===== src/rtl/biriscv_mul_issue_ctrl.sv =====
// Dual-lane issue control for the shared multiplier: round-robin grant, operand register, result pipeline.
// Optional perf counter of arbitration conflicts is built when MUL_CONFLICT_CNT_EN is defined.
module biriscv_mul_issue_ctrl #(
  parameter int TAG_W      = 5,
  parameter int MUL_STAGES = 2
) (
  input  logic             clk_i,
  input  logic             rst_i,
  input  logic             hold_i,
  input  logic             flush_i,
  input  logic             req0_valid_i,
  input  logic [31:0]      req0_opcode_i,
  input  logic [31:0]      req0_ra_i,
  input  logic [31:0]      req0_rb_i,
  input  logic [TAG_W-1:0] req0_tag_i,
  output logic             req0_grant_o,
  input  logic             req1_valid_i,
  input  logic [31:0]      req1_opcode_i,
  input  logic [31:0]      req1_ra_i,
  input  logic [31:0]      req1_rb_i,
  input  logic [TAG_W-1:0] req1_tag_i,
  output logic             req1_grant_o,
  output logic [31:0]      mul_opcode_o,
  output logic [31:0]      mul_ra_o,
  output logic [31:0]      mul_rb_o,
  input  logic [31:0]      mul_result_i,
  output logic             wb_valid_o,
  output logic             wb_lane_o,
  output logic [TAG_W-1:0] wb_tag_o,
  output logic [31:0]      wb_value_o,
  output logic             busy_o,
  output logic [31:0]      conflict_cnt_o
);

  localparam logic [6:0] OPC_OP    = 7'b0110011;
  localparam logic [6:0] F7_MULDIV = 7'b0000001;

  logic             elig0, elig1, issue_ok, issue_any;
  logic             grant0, grant1;
  logic             last_grant_q, last_grant_d;
  logic             s1_valid_q, s1_lane_q;
  logic [TAG_W-1:0] s1_tag_q;
  logic [31:0]      s1_opcode_q, s1_ra_q, s1_rb_q;
  logic             pipe_busy;

  // bit 14 separates MUL* (funct3 0..3) from DIV/REM (funct3 4..7)
  assign elig0 = req0_valid_i && (req0_opcode_i[6:0] == OPC_OP) &&
                 (req0_opcode_i[31:25] == F7_MULDIV) && !req0_opcode_i[14];
  assign elig1 = req1_valid_i && (req1_opcode_i[6:0] == OPC_OP) &&
                 (req1_opcode_i[31:25] == F7_MULDIV) && !req1_opcode_i[14];

  assign issue_ok = !hold_i && !flush_i && !rst_i;

  always_comb begin
    grant0       = 1'b0;
    grant1       = 1'b0;
    last_grant_d = last_grant_q;
    if (issue_ok) begin
      if (elig0 && elig1) begin
        grant0 = last_grant_q;
        grant1 = !last_grant_q;
      end else begin
        grant0 = elig0;
        grant1 = elig1;
      end
    end
    if (grant0)      last_grant_d = 1'b0;
    else if (grant1) last_grant_d = 1'b1;
  end

  assign req0_grant_o = grant0;
  assign req1_grant_o = grant1;
  assign issue_any    = grant0 || grant1;

  always_ff @(posedge clk_i or posedge rst_i) begin
    if (rst_i) begin
      last_grant_q <= 1'b1;
      s1_valid_q   <= 1'b0;
      s1_lane_q    <= 1'b0;
      s1_tag_q     <= '0;
      s1_opcode_q  <= '0;
      s1_ra_q      <= '0;
      s1_rb_q      <= '0;
    end else if (flush_i) begin
      s1_valid_q <= 1'b0;
    end else if (!hold_i) begin
      last_grant_q <= last_grant_d;
      s1_valid_q   <= issue_any;
      if (issue_any) begin
        s1_lane_q   <= grant1;
        s1_tag_q    <= grant1 ? req1_tag_i    : req0_tag_i;
        s1_opcode_q <= grant1 ? req1_opcode_i : req0_opcode_i;
        s1_ra_q     <= grant1 ? req1_ra_i     : req0_ra_i;
        s1_rb_q     <= grant1 ? req1_rb_i     : req0_rb_i;
      end
    end
  end

  assign mul_opcode_o = s1_opcode_q;
  assign mul_ra_o     = s1_ra_q;
  assign mul_rb_o     = s1_rb_q;

  generate
    if (MUL_STAGES == 1) begin : g_comb
      assign wb_valid_o = s1_valid_q;
      assign wb_lane_o  = s1_lane_q;
      assign wb_tag_o   = s1_tag_q;
      assign wb_value_o = mul_result_i;
      assign pipe_busy  = 1'b0;
    end else begin : g_pipe
      localparam int P = MUL_STAGES - 1;
      logic [P-1:0]     v_q;
      logic [P-1:0]     lane_q;
      logic [TAG_W-1:0] tag_q [P];
      logic [31:0]      val_q [P];

      always_ff @(posedge clk_i or posedge rst_i) begin
        if (rst_i) begin
          v_q    <= '0;
          lane_q <= '0;
          for (int i = 0; i < P; i++) begin
            tag_q[i] <= '0;
            val_q[i] <= '0;
          end
        end else if (flush_i) begin
          v_q <= '0;
        end else if (!hold_i) begin
          v_q[0]    <= s1_valid_q;
          lane_q[0] <= s1_lane_q;
          tag_q[0]  <= s1_tag_q;
          val_q[0]  <= mul_result_i;
          for (int i = 1; i < P; i++) begin
            v_q[i]    <= v_q[i-1];
            lane_q[i] <= lane_q[i-1];
            tag_q[i]  <= tag_q[i-1];
            val_q[i]  <= val_q[i-1];
          end
        end
      end

      assign wb_valid_o = v_q[P-1];
      assign wb_lane_o  = lane_q[P-1];
      assign wb_tag_o   = tag_q[P-1];
      assign wb_value_o = val_q[P-1];
      assign pipe_busy  = |v_q;
    end
  endgenerate

  assign busy_o = s1_valid_q || pipe_busy;

`ifdef MUL_CONFLICT_CNT_EN
  logic [31:0] conflict_cnt_q;
  always_ff @(posedge clk_i or posedge rst_i) begin
    if (rst_i)
      conflict_cnt_q <= '0;
    else if (issue_ok && elig0 && elig1 && (conflict_cnt_q != 32'hFFFF_FFFF))
      conflict_cnt_q <= conflict_cnt_q + 32'd1;
  end
  assign conflict_cnt_o = conflict_cnt_q;
`else
  assign conflict_cnt_o = 32'd0;
`endif

endmodule


===== config.mk =====
export PLATFORM = sky130hd
export DESIGN_NAME = biriscv_mul_issue_ctrl
export DESIGN_NICKNAME = d
export VERILOG_FILES = /design/src/rtl/biriscv_mul_issue_ctrl.sv
export SDC_FILE = /design/constraint.sdc
export NUM_CORES = 1
export LEC_CHECK = 0
export CORE_AREA = 2 2 161 163
export CTS_BUF_LIST = sky130_fd_sc_hd__clkbuf_16
export DETAILED_ROUTE_END_ITERATION = 10
export DIE_AREA = 0 0 163 165
export PLACE_DENSITY = 0.68
export SYNTH_ARGS = -nofsm -noshare
export SYNTH_HDL_FRONTEND = slang
export SYNTH_SLANG_ARGS = --single-unit

===== constraint.sdc =====
create_clock -name clk_i -period 12.8 [get_ports clk_i]
set_input_delay 2.56 -clock clk_i [delete_from_list [all_inputs] [get_ports clk_i]]
set_output_delay 2.56 -clock clk_i [all_outputs]
set_load 0.05 [all_outputs]

======== Yosys cells after proc, flatten, opt, wreduce, memory -nomap -nowiden ========
Index checks and enable logic that the tools add are counted.
Widths: inputs -> output; s select.
storage, ports and cells
  flip-flop bits (word level) ............. 143
  output and inout bits ................... 170
  word-level logic and storage cells ...... 53
  input bits .............................. 240
operators by class
  equality and inequality tests ........... 5
  bitwise logic cells ..................... 2
  reduce and logical (&&, ||, !) cells .... 21
  muxes and demuxes ....................... 14
operators by type and width
  operator            number
  $mux 32             3
  $eq 7x1->1 const B  2
  $eq 7x6->1 const B  2
  $mux 1              10
  $logic_and 1x1->1   9
  $logic_not 1->1     6
  $reduce_and 3->1    2
  $mux 5              1
  $logic_or 1x1->1    2
  $ne 2x1->1 const B  1
  $not 1->1           2
  $reduce_and 2->1    1
  $reduce_bool 2->1   1

======== Longest topological paths before layout ========
  depth in word-level cells ............... 10
  mapped depth ............................ 7
  gate-level depth less buffers ........... 4

======== Least setup slack after synthesis ========
No wires, ideal clock.
  kind .................................... input to output
  from .................................... input port rst_i
  to ...................................... output port req0_grant_o
  stages .................................. 4
  setup slack ............................. 3434 ps
  data required time ...................... 10240 ps
  buffers on the path ..................... 1
  data arrival time ....................... 6806 ps
  cell sequence ........................... inv_1 > nand2_1 > a211oi_1 > clkbuf_1
on the way
  cells in the longest elaborated chain, start to end .. 3
ends and longest elaborated chain
  element                    line  RTL
  from (decl)                8     input logic rst_i,
  $logic_not 1->1 (no line)  --
  $logic_and 1x1->1          52    assign issue_ok = !hold_i && !flush_i && !rst_i;
  $mux 1                     58    if (issue_ok) begin
  to (decl)                  16    output logic req0_grant_o,
No other way between the ends.

======== Worst setup path in the final report ========
  from .................................... input port req1_opcode_i[26]
  to ...................................... output port req1_grant_o
on the way
  cells in the longest elaborated chain, start to end .. 6
ends and longest elaborated chain
  element              line  RTL
  from (decl)          18    input logic [31:0] req1_opcode_i,
  $eq 7x1->1 *         50    (req1_opcode_i[31:25] == F7_MULDIV) && !req1_opcode_i[14];
  $logic_and 1x1->1 *  49    assign elig1 = req1_valid_i && (req1_opcode_i[6:0] == OPC_OP) &&
  $logic_and 1x1->1 *  50
  $logic_and 1x1->1    59    if (elig0 && elig1) begin
  $mux 1 *             59
  $mux 1 *             58
  to (decl)            22    output logic req1_grant_o,
Mark *: on every way between the ends. The rest lies on a longest branch, timed or not.

==> flow_metrics.tcl <==
set metrics [dict create \
    setup_violations 0 \
    cts_tree "built" \
    ant_nets 0 \
    nets 1240 \
    powerDensity_nw_per_um2 110 \
    clock_latency_ns 0.41 \
    dp.cells 1311 \
    synthTopCellsByArea "dfrtp_1 54%, inv_1 15%, a222oi_1 13%, mux2_2 6.5%, buf_4 4.0%" \
    vdd_drop_max_mv 0.0586 \
    synth_edf_count 0 \
    cp_max_fo 39 \
    synth_flop_cell "dfrtp_1" \
    stdcell_count 1343 \
    grt_max_degree 87 \
    yosysMostFrequentCell "inv_1" \
    grt_pass1_vias 5633 \
    max_clock_freq_mhz 123 \
    crit_type "input pin to primary output" \
    start_util_pct 26.1 \
    seqPwrFrac_pct 38.8 \
    clk_pin_slew_ns 0.06 \
    track_usage_pct 14.6 \
    wire_per_inst_um 15.2 \
    p_leak_nw 5.65 \
    ios 410 \
    relSlewSlack_pct 31.0 \
    power_frac_clock_pct 43.0 \
    dieWidth_um 163 \
    antenna_cells 0 \
    period_share_pct 63.3 \
    drc 0 \
    ff_latch_area_um2 3580 \
    std_cell_rows 58 \
    maxCapViolCount 0 \
    status "finished, final reports clean" \
    syn_area_per_cell_um2 10.3 \
    fin_tns_setup_ns 0 \
    drt_first_pass_iters 9 \
    hold_viol 0 \
    dieArea_um2 26900 \
    place.port_buffers 377 \
    post-route-min-period_ns 8.11 \
    hold_buffers 0 \
    async_flop_share_pct 100 \
    critical_path_required_ns 10.24 \
    core_area_um2 25000 \
    cts_setup_buffers 0 \
    vias 5703 \
    endpoint_kind "primary output" \
    routed_wl_mm 20.4 \
    synthCells 633 \
    cp-start-kind "input pin" \
    cts_buffer_depth 2 \
    place_hpwl_mm 14.9 \
    p_switching_w 0.000335 \
    tightest_slew_ns 1.03 \
    synthToLayoutAreaGrowth_pct 70.6 \
    viasPerCell 4.25 \
    swShare_pct 27.4 \
    synth_cell_types 33 \
    drive_gt1_share_pct 8.49 \
    arrival_ns 5.55 \
    ys_ff_latch 143 \
    multiInputGateArea_um2 1740 \
    root_buffer "clkbuf_16" \
    min_path_type "flip-flop to flip-flop" \
    ctsResizeCount 0 \
    grt_overflow 0 \
    syn_area_um2 6540 \
    seq_area_frac_synth_pct 54.8 \
    cts-buffers-inserted 17 \
    die_h_um 165 \
    antenna_found_initial 0 \
    gp_congestion 0.749 \
    yosys.area.top_type "dfrtp_1" \
    grt_pass1_wl_mm 30.3 \
    rsz0062_at_grt "false" \
    fill_cells 2392 \
    p_comb_share_pct 18.2 \
    synthTopCellsByCount "260 x inv_1, 142 x dfrtp_1, 86 x a222oi_1" \
    drv_slew 0 \
    clock_sinks 143 \
    skew_ns 0.00501 \
    post-synth-top-area-fraction_pct 54.4 \
    p_int_w 0.000887 \
    yosysWarnings 0 \
    htreeDepth 4 \
    drtIter0Drc 496 \
]
-- state kept, by name, summed over array words and instances (netlist names) --
signal	flops
mul_opcode_o	32
mul_ra_o	32
mul_rb_o	32
wb_value_o	32
s1_tag_q	5
wb_tag_o	5
last_grant_q	1
s1_lane_q	1
s1_valid_q	1
wb_lane_o	1
wb_valid_o	1
-- logic make-up (layout without fill, tap and decap cells) --
| family | Yosys count | after routing | synth area share (%) |
|---|---|---|---|
| buf+inv | 326 | 675 | 21.0 |
| flops | 143 | 143 | 54.8 |
| simple gates | 32 | 32 | 3.62 |
| other cells | 1 | 32 | 0.0574 |
| mux | 39 | 39 | 6.70 |
| compound gates | 92 | 92 | 13.9 |
-- routing by layer --
metal / track usage [%] / up-vias / share of wire [%]
met5: 0 / - / 0
met4: 4.67 / 0 / 1.8
met3: 5.73 / 21 / 9.8
met2: 25.9 / 267 / 50
met1: 16.1 / 2696 / 39
li1: - / 2719 / -
-- metrics by stage --
step           cell area, µm²  utilization [%]  total power, W  worst slack, ns  hold WS (ns)
3_3_place_gp            10500             42.1        0.000705             4.65         0.448
2_1_floorplan            6650                -        0.000599             3.43         0.444
6_report                11200             44.5         0.00122             4.69         0.464
3_5_place_dp            10500             42.1        0.000707             4.65         0.452
4_1_cts                 11200             44.5         0.00124             4.65         0.470
5_1_grt                 11200             44.5         0.00128             4.55         0.480
-- layout by cell type (no fill, tap or decap), drive strengths merged, types with 5 or more instances in the layout --
cell and count:
nand2b 5, buf 6, and2 10, inv 268, clkdlybuf4s50 377, clkbuf 17
dfrtp 142, conb 32, mux2 38, a222oi 86
-- power by group through the flow --
stage | combinational [W] | sequential [W] | clock, W
2_1_floorplan | 0.0000626 | 0.000536 | 0
3_3_place_gp | 0.000223 | 0.000482 | 0
3_5_place_dp | 0.000224 | 0.000483 | 0
4_1_cts | 0.000224 | 0.000474 | 0.000543
5_1_grt | 0.000235 | 0.000476 | 0.000565
6_report | 0.000222 | 0.000474 | 0.000526
-- area by class of cell --
class	count	share of cell area (%)
multi-input cells	195	15.6
clock inverters	15	1.77
inverters	260	8.80
flip-flops and latches	143	32.1
well taps	330	3.70
repair buffers	383	34.2
clock buffers	17	3.81
-- worst max-delay path: stages --
cell	delay, ns
clkdlybuf4s50_1	0.40
or4b_4	0.55
nor4_4	0.50
o211a_4	0.60
clkdlybuf4s50_1	0.91
-- path summary, 6_finish.rpt --
path | startpoint | endpoint | slack (ns) | depth (start not counted)
setup / recovery | req1_opcode_i[26] | req1_grant_o | 4.69 | 5
hold / removal | mul_opcode_o[25] | mul_opcode_o[25] | 0.46 | 1
setup reg to reg | last_grant_q | mul_rb_o[17] | 10.59 | 4
hold reg to reg | mul_opcode_o[25] | mul_opcode_o[25] | 0.46 | 1
max in group asynchronous | rst_i | mul_rb_o[30] | 8.65 | 3
min in group asynchronous | rst_i | mul_rb_o[1] | 2.65 | 2
Power figures use the tool's default switching activity.
